`src/rtl/pc_ctrl_pkg.sv`:
```
// Shared types and constants for the program-counter fetch sequencer.
package pc_ctrl_pkg;

  typedef enum logic [1:0] {
    IDLE  = 2'd0,
    RUN   = 2'd1,
    REDIR = 2'd2,
    HALT  = 2'd3
  } state_t;

  localparam int PC_STEP = 4;

endpackage

```
`src/rtl/pc_target_add.sv`:
```
// Branch target adder: branch_pc plus the half-word immediate scaled to bytes.
// Only the low ADDR_W bits of the sum are produced, so the target wraps naturally.
module pc_target_add #(
  parameter int ADDR_W = 8,
  parameter int IMM_W  = 64
) (
  input  logic [ADDR_W-1:0] branch_pc,
  input  logic [IMM_W-1:0]  imm,
  output logic [ADDR_W-1:0] tgt
);

  // Immediate bits above the PC width cannot affect a truncated sum.
  logic unused_imm_hi;
  assign unused_imm_hi = ^imm[IMM_W-1:ADDR_W-1];

  assign tgt = branch_pc + {imm[ADDR_W-2:0], 1'b0};

endmodule

```
`src/rtl/pc_fetch_ctrl.sv`:
```
// PC sequencer: issues fetches with a ready handshake, redirects on taken
// branches with a one-cycle flush bubble, and halts on an accepted END_PC fetch.
module pc_fetch_ctrl #(
  parameter int                ADDR_W   = 8,
  parameter int                IMM_W    = 64,
  parameter logic [ADDR_W-1:0] RESET_PC = 8'h00,
  parameter logic [ADDR_W-1:0] END_PC   = 8'hFC,
  parameter int                CNT_W    = 16
) (
  input  logic              clk,
  input  logic              reset,
  input  logic              start,
  input  logic              stall,
  input  logic              branch,
  input  logic              zero_flag,
  input  logic [ADDR_W-1:0] branch_pc,
  input  logic [IMM_W-1:0]  imm,
  input  logic              imem_ready,
  output logic [ADDR_W-1:0] pc,
  output logic              fetch_valid,
  output logic              flush,
  output logic              halted,
  output logic              misalign,
  output logic [CNT_W-1:0]  fetch_count
);

  import pc_ctrl_pkg::*;

  state_t            state, state_nxt;
  logic [ADDR_W-1:0] pc_nxt;
  logic [ADDR_W-1:0] tgt;
  logic              take;
  logic              accept;
  logic              cnt_inc;
  logic              cnt_clr;
  logic              set_mis;

  pc_target_add #(
    .ADDR_W (ADDR_W),
    .IMM_W  (IMM_W)
  ) u_target_add (
    .branch_pc (branch_pc),
    .imm       (imm),
    .tgt       (tgt)
  );

  assign take        = branch & zero_flag;
  assign fetch_valid = (state == RUN);
  assign flush       = (state == REDIR);
  assign halted      = (state == HALT);
  assign accept      = fetch_valid & imem_ready & ~stall;

  always_comb begin
    state_nxt = state;
    pc_nxt    = pc;
    cnt_inc   = 1'b0;
    cnt_clr   = 1'b0;
    set_mis   = 1'b0;
    case (state)
      IDLE: begin
        if (start) begin
          state_nxt = RUN;
          pc_nxt    = RESET_PC;
        end
      end
      RUN: begin
        // A taken branch drops the outstanding request even if memory accepts it.
        if (take) begin
          state_nxt = REDIR;
          pc_nxt    = tgt;
          set_mis   = (tgt[1:0] != 2'b00);
        end else if (accept) begin
          cnt_inc = 1'b1;
          if (pc == END_PC) state_nxt = HALT;
          else              pc_nxt    = pc + ADDR_W'(PC_STEP);
        end
      end
      REDIR: state_nxt = RUN;
      HALT: begin
        if (start) begin
          state_nxt = RUN;
          pc_nxt    = RESET_PC;
          cnt_clr   = 1'b1;
        end
      end
      default: state_nxt = IDLE;
    endcase
  end

  always_ff @(posedge clk or posedge reset) begin
    if (reset) begin
      state       <= IDLE;
      pc          <= RESET_PC;
      misalign    <= 1'b0;
      fetch_count <= '0;
    end else begin
      state    <= state_nxt;
      pc       <= pc_nxt;
      misalign <= misalign | set_mis;
      if (cnt_clr)
        fetch_count <= '0;
      else if (cnt_inc && (fetch_count != {CNT_W{1'b1}}))
        fetch_count <= fetch_count + 1'b1;
    end
  end

endmodule

```
`config.mk`:
```
export PLATFORM = sky130hd
export DESIGN_NAME = pc_fetch_ctrl
export DESIGN_NICKNAME = d
export VERILOG_FILES = /design/src/rtl/pc_ctrl_pkg.sv /design/src/rtl/pc_target_add.sv /design/src/rtl/pc_fetch_ctrl.sv
export SDC_FILE = /design/constraint.sdc
export NUM_CORES = 1
export LEC_CHECK = 0
export ABC_AREA = 1
export CAP_MARGIN = 20
export CORE_MARGIN = 2
export CORE_UTILIZATION = 30
export CTS_CLUSTER_SIZE = 20
export DETAILED_ROUTE_END_ITERATION = 6
export PLACE_DENSITY_LB_ADDON = 0.12
export SLEW_MARGIN = 20
export SYNTH_ARGS = -nofsm -noshare
export SYNTH_HDL_FRONTEND = slang
export SYNTH_SLANG_ARGS = --single-unit
export TNS_END_PERCENT = 20
```
`constraint.sdc`:
```
create_clock -name clk -period 3.8 [get_ports clk]
set_clock_uncertainty 0.2 [all_clocks]
set_input_delay 0.95 -clock clk [delete_from_list [all_inputs] [get_ports clk]]
set_output_delay 0.95 -clock clk [all_outputs]
set_load 0.005 [all_outputs]
```
== Word-level counts from Yosys, hierarchy flattened ==
Cells that the tools add are included.
Storage, ports and cells
  register bits after elaboration: 27
  input port bits: 79
  output and inout bits: 28
  word-level logic and storage cells: 48
Operators by class
  add/sub/neg operators: 3
  eq/ne operators: 9
  muxes and demuxes: 19
  bitwise operators: 5
  reductions and logical operators: 8
Operators with widths (count)
  $mux W16: 2
  $mux W8: 4
  $add A16 B1 Y16 const B: 1
  $ne A16 B16 Y1 const B: 1
  $pmux W8 S2: 1
  $add A8 B3 Y8 const B: 1
  $add A8 B8 Y8: 1
  $eq A8 B8 Y1 const B: 1
  $mux W2: 4
  $mux W1: 7
  $ne A3 B1 Y1 const B: 2
  $pmux W2 S3: 1
  $reduce_bool A2 Y1: 3
  $eq A2 B2 Y1 const B: 2
  $reduce_and A4 Y1: 1
  $and A1 B1 Y1: 3
  $ne A3 B3 Y1 const B: 1
  $reduce_and A3 Y1: 1
  $eq A2 B1 Y1 const B: 1
  $logic_not A2 Y1: 1
  $ne A2 B1 Y1 const B: 1
  $reduce_or A2 Y1: 1
  $logic_and A1 B1 Y1: 1
  $not A1 Y1: 1
  $or A1 B1 Y1: 1

== Longest topological paths before layout ==
Gate-level depths: netlist of the first run.
  depth after elaboration: 9
  gate-level depth with buffers: 11
  gate-level depth less buffers: 11

== Hierarchy ==
Synthesis of the first run repeated with hierarchy kept, for this count alone.
Second synthesis, totals
  cell total of the unflattened synthesis: 312
  area total of the unflattened synthesis: 2054.5 sq um
Modules (own cells, without submodules)
  pc_fetch_ctrl: times used 1, cells each 257, area an instance 1746.7 sq um, seq. area each 675.6 sq um
  pc_target_add: times used 1, cells each 55, area an instance 307.8 sq um, seq. area each 0.0 sq um

== Least setup slack after synthesis of the first run ==
No wires, ideal clock.
  path kind: input -> register
  start point: input port branch_pc[1]
  end point: register pc[5]
  setup time: 117 ps
  arrival: 1980 ps
  required time: 3483 ps
  slack: 1504 ps
  stages on the path: 11
  buffers on the path: 0
  cell sequence: ha_1 inv_1 fa_1 inv_1 nand2_1 nand2_1 nand2_1 nand3_1 o21ai_0 nand2_1 nand2_1
On the way
  cells in the longest elaborated chain, start to end: 3
RTL lines
  from (decl): line pc_fetch_ctrl.sv:16  | input logic [ADDR_W-1:0] branch_pc,
  $add A8 B8 Y8: line pc_target_add.sv:16  | assign tgt = branch_pc + {imm[ADDR_W-2:0], 1'b0};
  $mux W8: line pc_fetch_ctrl.sv:68  | if (take) begin
  $pmux W8 S2: line pc_fetch_ctrl.sv:59  | case (state)
  to (signal assigned): line pc_fetch_ctrl.sv:98  | pc <= pc_nxt;
  to (decl): line pc_fetch_ctrl.sv:19  | output logic [ADDR_W-1:0] pc,
Every way passes these cells.
A chain may end at the register's enable or synchronous reset.

== Final worst setup path of the first run ==
  start point: register state[0]
  end point: output port flush
On the way
  cells in the longest elaborated chain, start to end: 1
RTL lines
  from (decl): line pc_fetch_ctrl.sv:29  | state_t state, state_nxt;
  from (signal assigned): line pc_fetch_ctrl.sv:97  | state <= state_nxt;
  $eq A2 B2 Y1: line pc_fetch_ctrl.sv:49  | assign flush = (state == REDIR);
  to (decl): line pc_fetch_ctrl.sv:21  | output logic flush,
Every way passes these cells.

==> flow_metrics.env, run 1 <==
export IMPL_max_slew_margin_pct=59.9
export IMPL_vias=2062
export IMPL_floorplan_rows=30
export IMPL_synth_lib_cells_used_distinct=23
export IMPL_stdcell_count=440
export IMPL_drt_first_pass_iters=4
export IMPL_place_inst=436
export IMPL_viasPerCell=4.69
export IMPL_yosys_register_bits=27
export IMPL_grt_most_used_layer="met2"
export IMPL_die_height_um=87.3
export IMPL_die_area_sq_mm=0.00761
export IMPL_grt_setup_unrepaired="no"
export IMPL_critPathMaxFanout=5
export IMPL_final_net_count=453
export IMPL_grt_remaining_overflow=0
export IMPL_global_route_usage_total_pct=14.3
export IMPL_power_per_cell_area_mw_per_mm2=424
export IMPL_rr_worst_depth=6
export IMPL_drv_slew=0
export IMPL_final_setup_viol_count=0
export IMPL_crit_arrival_ns=1.47
export IMPL_hold_path_cell_count=1
export IMPL_synth_top_cell_area_share_pct=32.5
export IMPL_antenna_cells=0
export IMPL_met1_usage_pct=20.2
export IMPL_clk_pin_slew_ns=0.10
export IMPL_design_portCount=107
export IMPL_synthMuxAreaShare_pct=0
export IMPL_core_area_sq_mm=0.00676
export IMPL_timing_critical_path_from_type="flip-flop"
export IMPL_netlist_top_cells_area="dfrtp_1 32%, nand2_1 22%, ha_1 7.2%"
export IMPL_cts_buf_count=3
export IMPL_power_total_uw=1140
export IMPL_initial_utilization_pct=30.8
export IMPL_synth_simple_area_share_pct=40.4
export IMPL_antenna_violations_before_repair=0
export IMPL_synth_compound_area_share_pct=7.34
export IMPL_max_slew_worst_pin_slew_ns=0.601
export IMPL_synthesis_nets=402
export IMPL_x_dimension_of_the_die_um=87.3
export IMPL_placed_wire_length_estimate_mm=3.89
export IMPL_cts_setup_buffers=0
export IMPL_drive_above_1_share_pct=3.61
export IMPL_timing_setup_tns_ns=0
export IMPL_post_cts_resized=0
export IMPL_syn_avg_cell_area_sq_um=6.71
export IMPL_routabilityCongestion=0.803
export IMPL_tritoncts="yes"
export IMPL_grt_start_max_net_pins=28
export IMPL_timing_critical_path_to_type="primary output"
export IMPL_outcome="finished clean"
export IMPL_routedWlPerCell_um=11.7
export IMPL_synth_adder_area_share_pct=8.18
export IMPL_count_of_routing_violations_after_the_opening_detailed_route_iteration=124
export IMPL_cts_root_buf="clkbuf_8"
export IMPL_max_clock_freq_mhz=382
export IMPL_report_final_hold_viol_count=0
export IMPL_numClockSinks=27
export IMPL_global_route_usage_met3_pct=2.84
export IMPL_cell_count_after_synthesis=310
export IMPL_buffer_ports_inserted=49
export IMPL_sequential_area_share_after_synthesis_pct=32.5
export IMPL_cts_htree_levels=1
export IMPL_synth_largest_area_cell="dfrtp_1"
export IMPL_holdBufCountCts=0
export IMPL_area_growth_syn_to_layout_pct=29.8
export IMPL_static_leakage_power_uw=0.00129
export IMPL_fin_crit_sh_pct=68.9
export IMPL_antenna_left=0
export IMPL_post_synth_instance_area_sq_mm=0.00208
export IMPL_worst_setup_path_type="flip-flop to primary output"
export IMPL_placed_area_sq_mm=0.00265
export IMPL_synth_top_family_by_area="simple AND/OR/NAND/NOR gates"
export IMPL_ir_drop_mv=0.214
export IMPL_grt_pass1_wl_mm=8.78
export IMPL_gr_usage_met2_pct=23.4
export IMPL_required_ns=2.65
export IMPL_share_of_the_synthesized_netlist_area_taken_by_xor_and_xnor_gates_pct=3.37
export IMPL_worstSkewPairLatency_ns=0.28
export IMPL_drt_drc_violations_left=0
export IMPL_yosysWarningCount=0
export IMPL_whs_ns=0.292
export IMPL_routed_wl_mm=5.17
export IMPL_timing_hold_worst_class="flip-flop to flip-flop"
export IMPL_final_area_sq_mm=0.00270
export IMPL_finalWorstPathRequiredPeriod_ns=2.62
export IMPL_cts_buffer_depth=2
export IMPL_first_global_vias=1819
export IMPL_cap_viol_max_count=0
[cell type report]
class	count	area, sq um
fill	716	4060
multi-input combinational	241	1230
sequential	27	676
timing repair buffer	50	498
inverter	38	143
tap	80	100
clock buffer	3	41.3
clock inverter	1	7.51
[power breakdown]
group | switching, uW | internal [uW]
logic | 307 | 248
clock network | 101 | 74.6
registers | 69.4 | 345
[critical path, stage by stage, from the launching register on]
cell	delay (ns)
dfrtp_1	0.44
inv_1	0.08
ha_1	0.17
clkdlybuf4s50_1	0.50
[synthesized netlist by cell type, drive strengths merged]
cell type / number
fa: 1
o211ai: 1
ha: 12
dfrtp: 27
o21a: 1
nand4: 14
nand3: 22
clkbuf: 2
nor2: 33
buf: 2
xor2: 6
inv: 38
a21oi: 6
xnor2: 2
nand2: 122
nand3b: 4
o21bai: 6
o21ai: 11
[layout by cell type, fill, tap and decap left out, drive strengths merged, types with 2 or more instances in the layout]
cell type / Yosys / routed
dfrtp: 27 / 27
nand3b: 4 / 4
xnor2: 2 / 2
o21ai: 11 / 11
nand2: 122 / 122
nand4: 14 / 14
o21bai: 6 / 6
ha: 12 / 12
clkbuf: 2 / 3
xor2: 6 / 6
clkdlybuf4s50: 0 / 49
nor2: 33 / 33
inv: 38 / 38
a21oi: 6 / 6
nand3: 22 / 22
[through the flow]
step | utilization, % | setup slack (ns)
floorplan | - | 1.50
global placement | 39.2 | 0.885
detailed placement | 39.2 | 0.893
CTS | 39.9 | 1.15
global route | 39.9 | 0.997
finish | 39.9 | 1.18
[state kept, by name (all words and copies together), names as in the netlist]
name         count
pc               8
fetch_count     16
state            2
misalign         1
[path summary, 6_finish.rpt]
path | startpoint | to | slack [ns]
setup / recovery | state[0]$_DFFE_PP0P_ | flush | 1.18
hold / removal | misalign$_DFF_PP0_ | misalign$_DFF_PP0_ | 0.29
setup reg to reg | state[0]$_DFFE_PP0P_ | fetch_count[10]$_DFFE_PP0P_ | 1.77
hold reg to reg | misalign$_DFF_PP0_ | misalign$_DFF_PP0_ | 0.29
max in group asynchronous | reset | pc[2]$_DFFE_PP0P_ | 2.29
min in group asynchronous | reset | fetch_count[3]$_DFFE_PP0P_ | 0.82
[per-layer routing]
layer  up-vias  wire, um
met4         0        25
met5         -         0
met2        41      2370
li1       1089         -
met3         2       193
met1       930      2580
[cells by family (layout without fill, tap and decap cells)]
| group | Yosys count | after routing |
|---|---|---|
| fa+ha+maj | 13 | 13 |
| buf+inv | 42 | 92 |
| compound gates | 25 | 25 |
| simple gates | 195 | 195 |
| flops | 27 | 27 |
| xor+xnor | 8 | 8 |
Note: power is estimated with default switching activity, not from simulation.
==> run 2: changes to the inputs <==
==> constraint.sdc (replaced) <==
create_clock -name clk -period 2.4 [get_ports clk]
set_clock_uncertainty 0.2 [all_clocks]
set_input_delay 0.6 -clock clk [delete_from_list [all_inputs] [get_ports clk]]
set_output_delay 0.6 -clock clk [all_outputs]
set_load 0.005 [all_outputs]
==> run 2 against run 1 <==
Via count up 1.4%. Largest power group unchanged. Worst hold slack about the same. Register-to-register slack worse by 1.4 ns. Cell count up 0.91%. Die area unchanged. Sequential cell count unchanged. Highest routed layer unchanged. Clock-buffer cell count unchanged.
==> flow_metrics.env, run 2 (same netlist as run 1, synthesis figures left out) <==
export IMPL_antenna_cells=0
export IMPL_grt_start_max_net_pins=28
export IMPL_cap_viol_max_count=0
export IMPL_core_area_sq_mm=0.00676
export IMPL_critPathMaxFanout=4
export IMPL_vias=2090
export IMPL_power_total_uw=1830
export IMPL_r2r_slack_ns=0.37
export IMPL_fillerInstances=720
export IMPL_max_clock_freq_mhz=439
export IMPL_timing_hold_worst_class="flip-flop to flip-flop"
export IMPL_final_net_count=457
export IMPL_worst_setup_path_type="flip-flop to primary output"
export IMPL_count_of_routing_violations_after_the_opening_detailed_route_iteration=115
export IMPL_grt_remaining_overflow=0
export IMPL_first_global_vias=1915
export IMPL_final_common_cell="nand2_1"
export IMPL_min_to="misalign$_DFF_PP0_"
export IMPL_grt_most_used_layer="met2"
export IMPL_tritoncts="yes"
export IMPL_global_route_usage_met3_pct=3.22
export IMPL_antenna_violations_before_repair=0
export IMPL_routedWlPerCell_um=12.0
export IMPL_crit_arrival_ns=1.48
export IMPL_buffer_ports_inserted=49
export IMPL_grt_pass1_wl_mm=9.07
export IMPL_drt_first_pass_iters=4
export IMPL_most_used_cells_in_the_layout_excluding_fill_and_tap_cells="122 x nand2_1, 49 x clkdlybuf4s50_1, 34 x inv_1"
export IMPL_gr_usage_met2_pct=24.9
export IMPL_area_growth_syn_to_layout_pct=31.5
export IMPL_viasPerCell=4.71
export IMPL_max_slew_margin_pct=74.9
export IMPL_design_portCount=107
export IMPL_die_height_um=87.3
export IMPL_report_final_hold_viol_count=0
export IMPL_cp_top_family="buffers and inverters"
export IMPL_drive_above_1_share_pct=5.22
export IMPL_cp_buffers_inverters=2
export IMPL_cts_htree_levels=1
export IMPL_final_core_utilization_pct=40.5
export IMPL_registers_top_by_ff_count="fetch_count"
export IMPL_floorplan_rows=30
export IMPL_cp_slowest_cell="clkdlybuf4s50_1"
export IMPL_routed_wl_mm=5.32
export IMPL_r2r_start="fetch_count[0]$_DFFE_PP0P_"
export IMPL_grt_setup_unrepaired="no"
export IMPL_path_cells="inv_1 > ha_1 > clkdlybuf4s50_1"
export IMPL_max_slew_worst_pin_slew_ns=0.377
export IMPL_power_per_cell_area_mw_per_mm2=669
export IMPL_cts_root_buf="clkbuf_8"
export IMPL_clk_pin_slew_ns=0.10
export IMPL_timing_critical_path_from_type="flip-flop"
export IMPL_cts_buffer_depth=2
export IMPL_largest_register_ff_count=16
export IMPL_timing_rr_end="fetch_count[2]$_DFFE_PP0P_"
export IMPL_min_from="misalign$_DFF_PP0_"
export IMPL_final_area_sq_mm=0.00273
export IMPL_post_cts_resized=0
export IMPL_required_ns=1.60
export IMPL_timing_critical_path_slowest_cell_delay_ns=0.51
export IMPL_met1_usage_pct=20.2
export IMPL_routabilityCongestion=0.792
export IMPL_placed_wire_length_estimate_mm=3.99
export IMPL_hold_path_cell_count=1
export IMPL_x_dimension_of_the_die_um=87.3
export IMPL_numClockSinks=27
export IMPL_cts_buf_count=3
export IMPL_timing_critical_path_to_type="primary output"
export IMPL_holdBufCountCts=0
export IMPL_worstSkewPairLatency_ns=0.28
export IMPL_antenna_left=0
export IMPL_top_regs="fetch_count (16), pc (8), state (2)"
export IMPL_outcome="finished clean"
export IMPL_cts_setup_buffers=0
export IMPL_finalWorstPathRequiredPeriod_ns=2.28
export IMPL_placed_area_sq_mm=0.00268
export IMPL_global_route_usage_total_pct=14.9
export IMPL_initial_utilization_pct=30.8
export IMPL_static_leakage_power_uw=0.00130
export IMPL_drv_slew=0
export IMPL_die_area_sq_mm=0.00761
export IMPL_final_setup_viol_count=0
export IMPL_rr_worst_depth=8
export IMPL_fin_crit_sh_pct=95.0
export IMPL_ir_drop_mv=0.306
export IMPL_drt_drc_violations_left=0
[run 2: area by class of cell]
| type | count | area [sq um] | area share [%] |
|---|---|---|---|
| clock buffer | 3 | 41.3 | 1.51 |
| timing repair buffer | 54 | 528 | 19.3 |
| tap | 80 | 100 | 3.66 |
| sequential | 27 | 676 | 24.7 |
| clock inverter | 1 | 7.51 | 0.275 |
| multi-input combinational | 241 | 1240 | 45.3 |
| inverter | 38 | 143 | 5.22 |
[run 2: how the worst max path moves through the flow]
stage	depth (start not counted)	start	slack, ns	end
4_1_cts	3	state[1]$_DFFE_PP0P_	0.10	fetch_valid
3_3_place_gp	12	branch_pc[1]	-0.12	pc[5]$_DFFE_PP0P_
3_5_place_dp	12	branch_pc[1]	-0.17	pc[5]$_DFFE_PP0P_
2_1_floorplan	11	branch_pc[1]	0.45	pc[5]$_DFFE_PP0P_
6_report	3	state[1]$_DFFE_PP0P_	0.12	fetch_valid
5_1_grt	3	state[0]$_DFFE_PP0P_	0.02	flush
[run 2: metrics by stage]
stage / setup TNS [ns] / instances / worst slack [ns] / hold WS, ns
floorplan: 0 / 310 / 0.454 / 0.268
global placement: -0.257 / 440 / -0.122 / 0.266
detailed placement: -0.402 / 440 / -0.174 / 0.269
CTS: 0 / 444 / 0.101 / 0.297
global route: 0 / 444 / 0.0249 / 0.341
finish: 0 / 444 / 0.120 / 0.292
[run 2: power breakdown]
part | switching (uW) | internal (uW)
Clock | 164 | 118
Combinational | 489 | 400
Sequential | 112 | 546
Total | 764 | 1060
[run 2: per-layer routing]
metal / share of wire, % / vias to the layer above
met4: 0.47 / 0
met3: 4.6 / 2
met5: 0 / -
met2: 46 / 42
li1: - / 1090
met1: 49 / 956
==> run 3: changes to the inputs <==
--- a/config.mk
+++ b/config.mk
@@ -11,7 +11,8 @@
 export CORE_UTILIZATION = 30
 export CTS_CLUSTER_SIZE = 20
 export DETAILED_ROUTE_END_ITERATION = 6
-export PLACE_DENSITY_LB_ADDON = 0.12
+export PLACE_DENSITY = 0.72
+export SETUP_SLACK_MARGIN = 0.1
 export SLEW_MARGIN = 20
 export SYNTH_ARGS = -nofsm -noshare
 export SYNTH_HDL_FRONTEND = slang
==> run 3 against run 2 <==
Final area rose by 0.60%. Clock-buffer cell count rose by 1. Sequential share of layout area fell by 0.15 points. Highest routed layer is now met3.
==> flow_metrics.env, run 3 (same netlist as run 1, synthesis figures left out) <==
export IMPL_static_leakage_power_uw=0.00133
export IMPL_max_slew_worst_pin_slew_ns=0.358
export IMPL_floorplan_rows=30
export IMPL_holdBufCountCts=0
export IMPL_met1_usage_pct=17.6
export IMPL_grt_most_used_layer="met2"
export IMPL_cp_buffers_inverters=2
export IMPL_cts_root_buf="clkbuf_8"
export IMPL_cap_viol_max_count=0
export IMPL_routabilityCongestion=0.875
export IMPL_critPathMaxFanout=4
export IMPL_r2r_slack_ns=0.40
export IMPL_final_common_cell="nand2_1"
export IMPL_placed_wire_length_estimate_mm=3.86
export IMPL_max_slew_margin_pct=76.1
export IMPL_initial_utilization_pct=30.8
export IMPL_finalWorstPathRequiredPeriod_ns=2.28
export IMPL_ir_drop_mv=0.393
export IMPL_clk_pin_slew_ns=0.09
export IMPL_max_clock_freq_mhz=439
export IMPL_cts_buffer_depth=2
export IMPL_drt_drc_violations_left=0
export IMPL_global_route_usage_met3_pct=2.18
export IMPL_grt_start_max_net_pins=28
export IMPL_largest_register_ff_count=16
export IMPL_routed_wl_mm=5.03
export IMPL_first_global_vias=2035
export IMPL_timing_setup_tns_ns=0
export IMPL_report_final_hold_viol_count=0
export IMPL_timing_critical_path_from="state[1]$_DFFE_PP0P_"
export IMPL_timing_hold_worst_class="flip-flop to flip-flop"
export IMPL_worst_setup_path_type="flip-flop to primary output"
export IMPL_power_total_uw=1830
export IMPL_antenna_cells=0
export IMPL_required_ns=1.60
export IMPL_antenna_left=0
export IMPL_path_cells="inv_1 > ha_2 > clkdlybuf4s50_1"
export IMPL_vias=2163
export IMPL_fin_crit_sh_pct=94.9
export IMPL_r2r_start="state[1]$_DFFE_PP0P_"
export IMPL_die_height_um=87.3
export IMPL_outcome="finished clean"
export IMPL_crit_arrival_ns=1.48
export IMPL_cts_buf_count=3
export IMPL_gr_usage_met2_pct=24.3
export IMPL_drive_above_1_share_pct=5.74
export IMPL_final_setup_viol_count=0
export IMPL_design_portCount=107
export IMPL_core_area_sq_mm=0.00676
export IMPL_grt_remaining_overflow=0
export IMPL_dp_worst_setup_slack_ns=-0.122
export IMPL_cp_top_family="buffers and inverters"
export IMPL_registers_top_by_ff_count="fetch_count"
export IMPL_post_route_worst_setup_slack_ns=0.123
export IMPL_grt_pass1_wl_mm=8.67
export IMPL_viasPerCell=4.85
export IMPL_final_net_count=459
export IMPL_timing_critical_path_to_type="primary output"
export IMPL_drt_first_pass_iters=4
export IMPL_multi_input_area_sq_mm=0.00124
export IMPL_timing_critical_path_from_type="flip-flop"
export IMPL_top_regs="fetch_count (16), pc (8), state (2)"
export IMPL_die_area_sq_mm=0.00761
export IMPL_buffer_ports_inserted=49
export IMPL_cp_slowest_cell="clkdlybuf4s50_1"
export IMPL_tritoncts="yes"
export IMPL_grt_setup_unrepaired="yes"
export IMPL_routedWlPerCell_um=11.3
export IMPL_min_from="misalign$_DFF_PP0_"
export IMPL_worstSkewPairLatency_ns=0.28
export IMPL_antenna_violations_before_repair=0
export IMPL_timing_critical_path_slowest_cell_delay_ns=0.50
export IMPL_register_area_sq_um=676
export IMPL_count_of_routing_violations_after_the_opening_detailed_route_iteration=109
export IMPL_cts_htree_levels=1
export IMPL_global_route_usage_total_pct=13.8
export IMPL_numClockSinks=27
export IMPL_x_dimension_of_the_die_um=87.3
export IMPL_area_growth_syn_to_layout_pct=32.3
export IMPL_drv_slew=0
export IMPL_power_per_cell_area_mw_per_mm2=665
export IMPL_most_used_cells_in_the_layout_excluding_fill_and_tap_cells="122 x nand2_1, 48 x clkdlybuf4s50_1, 34 x inv_1"
export IMPL_fillerInstances=703
## run 3: changes by cell type in the layout (fill, tap and decap cells not counted), sizes merged
cell           before  now
buf                 5    7
clkbuf              3    4
clkdlybuf4s50      49   48
clkinvlp            1    0
dlymetal6s2s        0    1
## run 3: per-layer routing
layer	routed length, um	up-vias
met5	0	-
li1	-	1101
met2	2470	50
met3	203	0
met4	0	0
met1	2360	1012
## run 3: worst paths after layout
path,endpoint,cells past startpoint
worst max-delay path,fetch_valid,3
worst min-delay path,misalign$_DFF_PP0_,1
worst max register to register,fetch_count[10]$_DFFE_PP0P_,10
worst min register to register,misalign$_DFF_PP0_,1
max in group asynchronous,pc[6]$_DFFE_PP0P_,3
min in group asynchronous,fetch_count[9]$_DFFE_PP0P_,3
## run 3: worst reg2reg max path, cell delays in order, from the launching register on
cell	delay, ns
dfrtp_1	0.43
inv_1	0.09
ha_2	0.19
inv_2	0.05
nor2_1	0.08
nand2_1	0.11
nor2_1	0.23
o21a_4	0.31
nor2_8	0.10
nand2_1	0.08
nand2_1	0.05
## run 3: power by group
group	total [uW]	switching (uW)	internal (uW)
combinational	903	488	415
sequential	663	117	546
clock	263	144	119
total	1830	750	1080
## run 3: metrics by stage
| step | cell area, sq um | utilization (%) | hold slack [ns] | std cells |
|---|---|---|---|---|
| final | 2750 | 40.7 | 0.297 | 446 |
| after global routing | 2750 | 40.7 | 0.331 | 446 |
| after CTS | 2740 | 40.6 | 0.296 | 446 |
| after detailed placement | 2690 | 39.8 | 0.264 | 441 |
| after global placement | 2690 | 39.8 | 0.268 | 441 |
| after floorplan | 2080 | - | 0.268 | 310 |
## run 3: layout make-up
class	count	share of cell area (%)
inverters	38	5.19
repair buffers	56	19.8
flip-flops and latches	27	24.6
well taps	80	3.64
clock buffers	4	1.64
multi-input cells	241	45.1
## run 3: repair_timing
item | in CTS | in global routing
buffers inserted | 1 | 0
gates resized for setup | 1 | 3
setup endpoints to repair | 1 | 5
